$ cat config.mk
export PLATFORM = sky130hd
export DESIGN_NAME = led_chaser
export DESIGN_NICKNAME = d
export VERILOG_FILES = /design/src/rtl/led_chaser.sv
export SDC_FILE = /design/constraint.sdc
export NUM_CORES = 1
export LEC_CHECK = 0
export ABC_AREA = 1
export CAP_MARGIN = 20
export CORE_UTILIZATION = 65
export DETAILED_ROUTE_END_ITERATION = 6
export PLACE_DENSITY = 0.85
export REMOVE_ABC_BUFFERS = 1
export SLEW_MARGIN = 20
export SYNTH_ARGS = -nofsm -noshare
export SYNTH_HDL_FRONTEND = slang
export SYNTH_SLANG_ARGS = --single-unit
$ cat constraint.sdc
create_clock -name clk -period 3.8 [get_ports clk]
set_input_delay 0.76 -clock clk [delete_from_list [all_inputs] [get_ports clk]]
set_output_delay 0.76 -clock clk [all_outputs]
set_load 0.005 [all_outputs]
$ cat src/rtl/led_chaser.sv
// -----------------------------------------------------------------------------
// led_chaser
//
// Running-light driver for the board LED bank. A single lit LED is moved
// across WIDTH outputs once every TICK_DIV clock cycles. The motion pattern is
// selected by `mode`:
//   2'b00 rotate left  (toward MSB, MSB wraps to bit 0)
//   2'b01 rotate right (bit 0 wraps to MSB)
//   2'b10 ping-pong    (bounces between bit 0 and bit WIDTH-1)
//   2'b11 hold         (LED frozen, step counter keeps running)
//
// A push button toggles between running and paused. The first press after
// reset starts the chaser from bit 0. Only reset returns the block to idle.
//
// Optional feature:
//   LED_CHASER_DEBOUNCE_EN - when defined, the synchronised button level must
//   be stable for DEB_CYCLES consecutive cycles before it is accepted. When
//   undefined, no debounce logic exists and DEB_CYCLES is ignored.
//
// Parameters:
//   WIDTH      number of LEDs (>= 1)
//   TICK_DIV   clk cycles per LED step (>= 2)
//   DEB_CYCLES debounce stability window in clk cycles
//
// Ports:
//   clk      in   system clock, all state on the rising edge
//   rst      in   asynchronous active-low reset
//   button   in   asynchronous start/pause request, one press per rising edge
//   mode     in   motion mode, sampled only on step ticks
//   led      out  LED drive, one-hot while active, all-zero when idle
//   running  out  high while the chaser is in the RUN state
// -----------------------------------------------------------------------------
module led_chaser #(
    parameter int WIDTH      = 8,
    parameter int TICK_DIV   = 100_000_000,
    parameter int DEB_CYCLES = 1_000_000
) (
    input  logic             clk,
    input  logic             rst,
    input  logic             button,
    input  logic [1:0]       mode,
    output logic [WIDTH-1:0] led,
    output logic             running
);

    localparam int CW = $clog2(TICK_DIV);

    typedef enum logic [1:0] {
        S_IDLE  = 2'b00,
        S_RUN   = 2'b01,
        S_PAUSE = 2'b10
    } state_t;

    typedef enum logic {
        DIR_LEFT  = 1'b0,
        DIR_RIGHT = 1'b1
    } dir_t;

    state_t          state;
    dir_t            dir;
    logic [CW-1:0]   cnt;
    logic            tick;

    // -------------------------------------------------------------------------
    // Button synchroniser and edge detection
    // -------------------------------------------------------------------------
    logic sync_meta;
    logic sync;
    logic edge_src;
    logic edge_d;
    logic press;

    always_ff @(posedge clk or negedge rst) begin
        if (!rst) begin
            sync_meta <= 1'b0;
            sync      <= 1'b0;
        end else begin
            sync_meta <= button;
            sync      <= sync_meta;
        end
    end

`ifdef LED_CHASER_DEBOUNCE_EN
    localparam int DW = (DEB_CYCLES > 1) ? $clog2(DEB_CYCLES) : 1;

    logic          deb_level;
    logic [DW-1:0] deb_cnt;

    // The accepted level flips only after the synchronised input has differed
    // from it on DEB_CYCLES consecutive edges; any agreement restarts the
    // window, so short glitches never reach the edge detector.
    always_ff @(posedge clk or negedge rst) begin
        if (!rst) begin
            deb_level <= 1'b0;
            deb_cnt   <= '0;
        end else if (sync == deb_level) begin
            deb_cnt   <= '0;
        end else if (deb_cnt == DW'(DEB_CYCLES - 1)) begin
            deb_level <= sync;
            deb_cnt   <= '0;
        end else begin
            deb_cnt   <= deb_cnt + 1'b1;
        end
    end

    assign edge_src = deb_level;
`else
    assign edge_src = sync;
`endif

    always_ff @(posedge clk or negedge rst) begin
        if (!rst) begin
            edge_d <= 1'b0;
        end else begin
            edge_d <= edge_src;
        end
    end

    assign press = edge_src & ~edge_d;

    // -------------------------------------------------------------------------
    // Step tick
    // -------------------------------------------------------------------------
    assign tick = (cnt == CW'(TICK_DIV - 1));

    // -------------------------------------------------------------------------
    // Next-position logic
    // -------------------------------------------------------------------------
    logic [WIDTH-1:0] step_led;
    dir_t             step_dir;
    logic             led_onehot;

    assign led_onehot = (led != '0) && ((led & (led - WIDTH'(1))) == '0);

    generate
        if (WIDTH == 1) begin : g_single
            always_comb begin
                step_led = led;
                step_dir = dir;
            end
        end else begin : g_multi
            logic [WIDTH-1:0] led_rol;
            logic [WIDTH-1:0] led_ror;
            logic             going_left;

            assign led_rol = {led[WIDTH-2:0], led[WIDTH-1]};
            assign led_ror = {led[0], led[WIDTH-1:1]};

            // A mode change can leave the LED parked on an end bit with dir
            // still pointing outward; bounce off it instead of shifting out.
            assign going_left = ((dir == DIR_LEFT)  && !led[WIDTH-1]) ||
                                ((dir == DIR_RIGHT) &&  led[0]);

            always_comb begin
                step_led = led;
                step_dir = dir;
                case (mode)
                    2'b00: step_led = led_rol;
                    2'b01: step_led = led_ror;
                    2'b10: begin
                        step_led = going_left ? (led << 1) : (led >> 1);
                        // Reverse on the step that lands on an end bit so each
                        // end is lit for exactly one tick period.
                        if (step_led[WIDTH-1]) begin
                            step_dir = DIR_RIGHT;
                        end else if (step_led[0]) begin
                            step_dir = DIR_LEFT;
                        end else begin
                            step_dir = going_left ? DIR_LEFT : DIR_RIGHT;
                        end
                    end
                    default: begin
                        step_led = led;
                        step_dir = dir;
                    end
                endcase
            end
        end
    endgenerate

    // -------------------------------------------------------------------------
    // Control FSM with registered outputs
    // -------------------------------------------------------------------------
    always_ff @(posedge clk or negedge rst) begin
        if (!rst) begin
            state   <= S_IDLE;
            led     <= '0;
            running <= 1'b0;
            cnt     <= '0;
            dir     <= DIR_LEFT;
        end else begin
            case (state)
                S_IDLE: begin
                    led <= '0;
                    cnt <= '0;
                    if (press) begin
                        state   <= S_RUN;
                        running <= 1'b1;
                        led     <= WIDTH'(1);
                        dir     <= DIR_LEFT;
                    end
                end

                S_RUN: begin
                    // A press on a tick cycle wins: the counter stays at
                    // TICK_DIV-1 so the pending step fires right after resume.
                    if (press) begin
                        state   <= S_PAUSE;
                        running <= 1'b0;
                    end else begin
                        cnt <= tick ? '0 : cnt + 1'b1;
                        if (tick && led_onehot) begin
                            led <= step_led;
                            dir <= step_dir;
                        end
                    end
                end

                S_PAUSE: begin
                    if (press) begin
                        state   <= S_RUN;
                        running <= 1'b1;
                    end
                end

                default: begin
                    state   <= S_IDLE;
                    running <= 1'b0;
                    led     <= '0;
                    cnt     <= '0;
                    dir     <= DIR_LEFT;
                end
            endcase

            // Corrupted LED pattern while active: snap back to bit 0.
            if (((state == S_RUN) || (state == S_PAUSE)) && !led_onehot) begin
                led <= WIDTH'(1);
                dir <= DIR_LEFT;
            end
        end
    end

endmodule
# Yosys cells after proc, flatten, opt, wreduce, memory -nomap -nowiden
# Cells that the tools add are included.
[classes]
add_sub_neg = 2
n_eq_ne = 14
mux = 24
n_bitwise = 5
reduce_logical = 18
[op_table]
columns = ["operator", "n"]
rows = [
  ["2-to-1 mux 27 bit", 2],
  ["case mux 27 bit (2 select lines)", 1],
  ["case mux 8 bit (3 select lines)", 2],
  ["2-to-1 mux 8 bit", 4],
  ["adder 27 x 1 -> 27 bit (second input constant)", 1],
  ["== test 27 bit (second input constant)", 1],
  ["2-to-1 mux 1 bit", 10],
  ["AND 8 bit", 1],
  ["zero test 8 bit", 1],
  ["nonzero test 8 bit", 1],
  ["subtractor 8 x 1 -> 8 bit (second input constant)", 1],
  ["!= test 3 x 2 -> 1 bit (second input constant)", 2],
  ["logical AND 1 bit", 5],
  ["!= test 5 x 1 -> 1 bit (second input constant)", 1],
  ["AND reduction 5 bit", 1],
  ["== test 2 x 1 -> 1 bit (second input constant)", 2],
  ["== test 2 bit (second input constant)", 2],
  ["zero test 2 bit", 2],
  ["2-to-1 mux 2 bit", 2],
  ["!= test 2 x 1 -> 1 bit (second input constant)", 2],
  ["!= test 2 bit (second input constant)", 2],
  ["case mux 2 bit (2 select lines)", 1],
  ["AND reduction 2 bit", 2],
  ["AND reduction 4 bit", 1],
  ["9 further kinds", 13],
]
[totals]
ff_bits = 42
inputBits = 5
out_inout_bits = 9
word_cells = 71

# Logic depth before layout (Yosys ltp)
[logic_depth]
depth_word = 11
mapped_depth = 14
ltp_nobuf = 13

# Worst setup path after synthesis
# OpenSTA, ideal clock, no wires.
[synth_timing]
path_type = "input port to flip-flop"
start = "input port mode[0]"
end = "register led[1]"
setup_ns = 0.117
arrival_time_ns = 1.808
required_ns = 3.683
path_slack_ns = 1.875
path_stages = 8
n_path_buf = 1
path_cell_list = "inv_1 > ha_1 > clkbuf_1 > o21ai_1 > nand2_1 > a21oi_1 > nand4_1 > nand2_1"
[synth_via]
elab_chain_cells = 6
elab_cells_between_ends = 10
cone_classes = "eq/ne: 3; mux: 5; reduce/logical: 2"
[synth_lines]
columns = ["item", "line_no", "rtl"]
rows = [
  ["from (decl)", "41", "input logic [1:0] mode,"],
  ["== test 2 bit (tied with other cells)", "157", "case (mode)"],
  ["case mux 8 bit (3 select lines)", "157", ""],
  ["2-to-1 mux 8 bit", "212", "if (tick && led_onehot) begin"],
  ["2-to-1 mux 8 bit", "207", "if (press) begin"],
  ["case mux 8 bit (3 select lines)", "192", "case (state)"],
  ["2-to-1 mux 8 bit", "236", "if (((state == S_RUN) || (state == S_PAUSE)) && !led_onehot) begin"],
  ["to (signal assigned)", "213", "led <= step_led;"],
  ["to (decl)", "42", "output logic [WIDTH-1:0] led,"],
]
# Parallel ways exist; a longest one is shown, timed or not. The select of a mux whose other input is x is not followed.
# A chain may end at the register's enable or synchronous reset.

# Final worst setup path
[layout_timing]
start = "register state[1]"
end = "register led[7]"
[layout_via]
elab_chain_cells = 5
elab_cells_between_ends = 12
cone_classes = "eq/ne: 6; mux: 2; reduce/logical: 4"
[layout_lines]
columns = ["item", "line_no", "rtl"]
rows = [
  ["from (decl)", "59", "state_t state;"],
  ["from (signal assigned)", "186", "state <= S_IDLE;"],
  ["from (signal assigned)", "197", "state <= S_RUN;"],
  ["from (signal assigned)", "208", "state <= S_PAUSE;"],
  ["== test 2 x 1 -> 1 bit / == test 2 bit (equally long branches)", "192, 236", ""],
  ["logical OR 1 bit", "236", ""],
  ["logical AND 1 bit", "236", ""],
  ["!= test 5 x 1 -> 1 bit (no line) (tied with other cells)", "--", ""],
  ["AND reduction 4 bit (no line)", "--", ""],
]
# Parallel ways exist; a longest one is shown, timed or not.

==> impl_metrics.py <==
metrics = {
    "synthesis": {
        "synth_top_area_frac": 0.362,
        "yosys_warnings": 0,
        "synth.distinct_cells": 37,
        "yosys.cell_count.top_type": "nand2_1",
        "synthFlopType": "dfrtp_1",
        "synth_top_cell_by_area": "dfrtp_1",
        "netlist_instances": 383,
        "synth_compound_area_frac": 0.0980,
        "synth_edf_count": 0,
        "syn-mean-instance-area_sq_um": 7.40,
        "synth-simple-area-share": 0.400,
        "synthArstFlopShare": 1.00,
        "yosys-mux-area-fraction": 0,
        "synth_top_family_by_area": "simple AND/OR/NAND/NOR gates",
        "synth-xor-area-share": 0.0216,
        "synth_fa_ha_area_frac": 0.0309,
        "synth.area.top_cells": "dfrtp_1 (36%), nand2_1 (12%), inv_1 (6.4%), nor2_1 (5.4%), nand3_1 (4.2%)",
        "ys_seq_area_frac": 0.362,
        "ys_top_cells_by_count": "nand2_1 (90), inv_1 (48), dfrtp_1 (41), nor2_1 (41), nand3_1 (24)",
        "ys_ff_latch": 41,
        "synth_area_sq_um": 2830,
    },
    "critical_path": {
        "cp-end-kind": "flip-flop",
        "max_stage_delay_ns": 0.54,
        "critPathLaunchType": "flip-flop",
        "required_ns": 3.99,
        "crit_type": "reg -> reg",
        "slowest_stage": "ha_1",
        "crit_top_cell": "inv_1",
        "critical_path.top_delay_family": "simple AND/OR/NAND/NOR gates",
        "worstPathArrival_ns": 2.58,
        "path_cells": "inv_1 -> ha_1 -> inv_1 -> nor4_1 -> nand2_2 -> nand4_1 -> nand2_1",
        "crit_buf_inv": 2,
        "cp_max_fo": 14,
    },
    "cts": {
        "path_clk_slew_ns": 0.08,
        "root_buffer": "clkbuf_8",
        "postCtsHoldBufs": 0,
        "cts_buffer_depth": 2,
        "cts-htree-levels": 2,
        "cts_tree": "yes",
        "cts_sinks": 41,
        "ctsResizeCount": 0,
        "postCtsSetupBuffers": 0,
        "cts_buffers": 5,
        "clkLatencyLatePin_ns": 0.29,
    },
    "sta": {
        "setup-tns-final_ns": 0,
        "post-route-min-period_ns": 2.39,
        "rsz0062_at_grt": "false",
        "fin_crit_sh": 0.629,
        "hold_viol": 0,
        "fmax_ghz": 0.418,
        "whs_ns": 0.365,
        "maxSlewHeadroom": 0.405,
        "max_slew.worst_pin.slew_ns": 0.893,
        "fin_skew_ns": 0.00813,
        "setup_viol": 0,
        "finalMaxSlewViolations": 0,
    },
    "floorplan": {
        "die_h_um": 68.0,
        "pin_count": 14,
        "dieArea_sq_um": 4630,
        "die-width_um": 68.0,
        "core_sq_um": 4090,
        "initial_utilization": 0.694,
        "num_rows": 23,
    },
    "drt": {
        "wl_per_cell_um": 13.3,
        "dr.pass1.iters": 5,
        "viasPerCell": 5.57,
        "drc": 0,
        "dr.first_iter.drc_count": 249,
        "num_vias": 2490,
        "ant_nets": 0,
        "totalWireLength_mm": 5.95,
    },
    "layout": {
        "layout.nets": 408,
        "fill_cells": 306,
        "drive_above_1_share": 0.134,
        "final_cells": 447,
        "syn2layout_area_growth_pct": 8.65,
        "antenna_cells": 0,
    },
    "run_status": {
        "status": "completed",
    },
    "pwr": {
        "powerDensity_nw_per_um2": 496,
        "swShare": 0.441,
        "clock_power_share": 0.204,
        "p_int_mw": 0.854,
        "p_leak_nw": 1.39,
        "total_power_mw": 1.53,
        "ir_drop_mv": 0.476,
        "combPwrFrac": 0.467,
        "p_sw_mw": 0.675,
        "sequentialPowerShare": 0.329,
    },
    "global_route": {
        "grt_max_degree": 42,
        "antenna_found_initial": 0,
        "grt.total_usage": 0.287,
        "grt_pass1_vias": 2285,
        "grt_first_pass_wirelength_mm": 9.93,
        "grt_overflow_total": 0,
    },
    "job": {
        "maxCapViolations": 0,
    },
    "placed_design": {
        "dp_cells": 439,
        "gp_congestion": 0.923,
        "hpwl_mm": 4.29,
        "port_buffers": 13,
    },
    "hold_path": {
        "hp-class": "reg -> reg",
    },
}
-- layer usage --
metal	GRT usage	vias up	routed length, um
met5	0	-	0
met4	0.0911	0	70
met3	0.0417	7	315
met2	0.453	80	2710
met1	0.402	1130	2850
li1	-	1273	-
-- layout make-up --
class / count / area, sq um / area share
sequential: 41 / 1030 / 0.333
clock inverter: 1 / 5.00 / 0.00163
inverter: 54 / 203 / 0.0658
clock buffer: 7 / 96.3 / 0.0313
tap: 50 / 62.6 / 0.0203
multi-input combinational: 281 / 1560 / 0.507
timing repair buffer: 13 / 125 / 0.0406
-- kinds of logic (layout without fill, tap and decap cells) --
group,Yosys count,in the layout
buffers and inverters,61,75
DFF,41,41
and+or+nand+nor,218,218
xor gates and xnor gates,7,7
adders and majority gates,7,7
AOI/OAI and AO/OA,49,49
-- power groups by stage --
stage	combinational [mW]	sequential, mW	clock (mW)
5_1_grt	0.798	0.507	0.336
6_report	0.714	0.503	0.311
3_5_place_dp	0.711	0.511	0
3_3_place_gp	0.695	0.510	0
4_1_cts	0.715	0.502	0.316
2_1_floorplan	0.537	0.503	0
-- worst register-to-register path: cells and delay by family (launching register included) --
family | cells | cell delay [ns]
adder cells (fa/ha/maj) | 1 | 0.54
flip-flops | 1 | 0.38
buffers and inverters | 2 | 0.42
AND/OR/NAND/NOR | 4 | 0.95
-- through the flow --
stage / instance area, sq um / utilization / worst slack (ns)
6_report: 3080 / 0.754 / 1.41
3_5_place_dp: 2980 / 0.729 / 1.23
3_3_place_gp: 2980 / 0.729 / 1.29
2_1_floorplan: 2790 / - / 1.82
5_1_grt: 3080 / 0.754 / 1.13
4_1_cts: 3080 / 0.754 / 1.39
-- sequential cells by signal, summed over array words and instances (netlist names) --
name       flops
led            8
state          2
sync_meta      1
cnt           27
edge_d         1
edge_src       1
dir            1
-- cell usage in the layout, fill, tap and decap left out, types with 2 or more instances in the layout --
cell type / synthesis / final
clkdlybuf4s50_1: 0 / 12
inv_1: 48 / 48
nand2_1: 90 / 90
clkbuf_8: 0 / 7
nor2_4: 6 / 6
nand3_2: 6 / 6
o21ai_1: 4 / 4
nor2_2: 3 / 3
dfrtp_1: 41 / 41
xor2_1: 6 / 6
nor2_1: 41 / 41
nor4_1: 2 / 2
nand3_1: 24 / 24
a21oi_1: 21 / 21
nand4_1: 18 / 18
nand2_2: 5 / 5
o21ai_2: 5 / 5
nor3_4: 2 / 2
inv_2: 6 / 6
o21ai_0: 13 / 13
ha_1: 7 / 7
nor3_1: 7 / 7
a31oi_1: 2 / 2
nand2_4: 5 / 5
nand3b_1: 3 / 3
-- path summary, 6_finish.rpt --
path                       slack, ns  endpoint  depth (start not counted)  startpoint
max in group asynchronous       2.65       dir                          1         rst
setup reg to reg                1.41    led[7]                          7    state[1]
setup / recovery                1.41    led[7]                          7    state[1]
hold / removal                  0.37  edge_src                          0   sync_meta
hold reg to reg                 0.37  edge_src                          0   sync_meta
min in group asynchronous       0.59   cnt[22]                          1         rst
No activity file was read; power rests on OpenSTA's default activity.
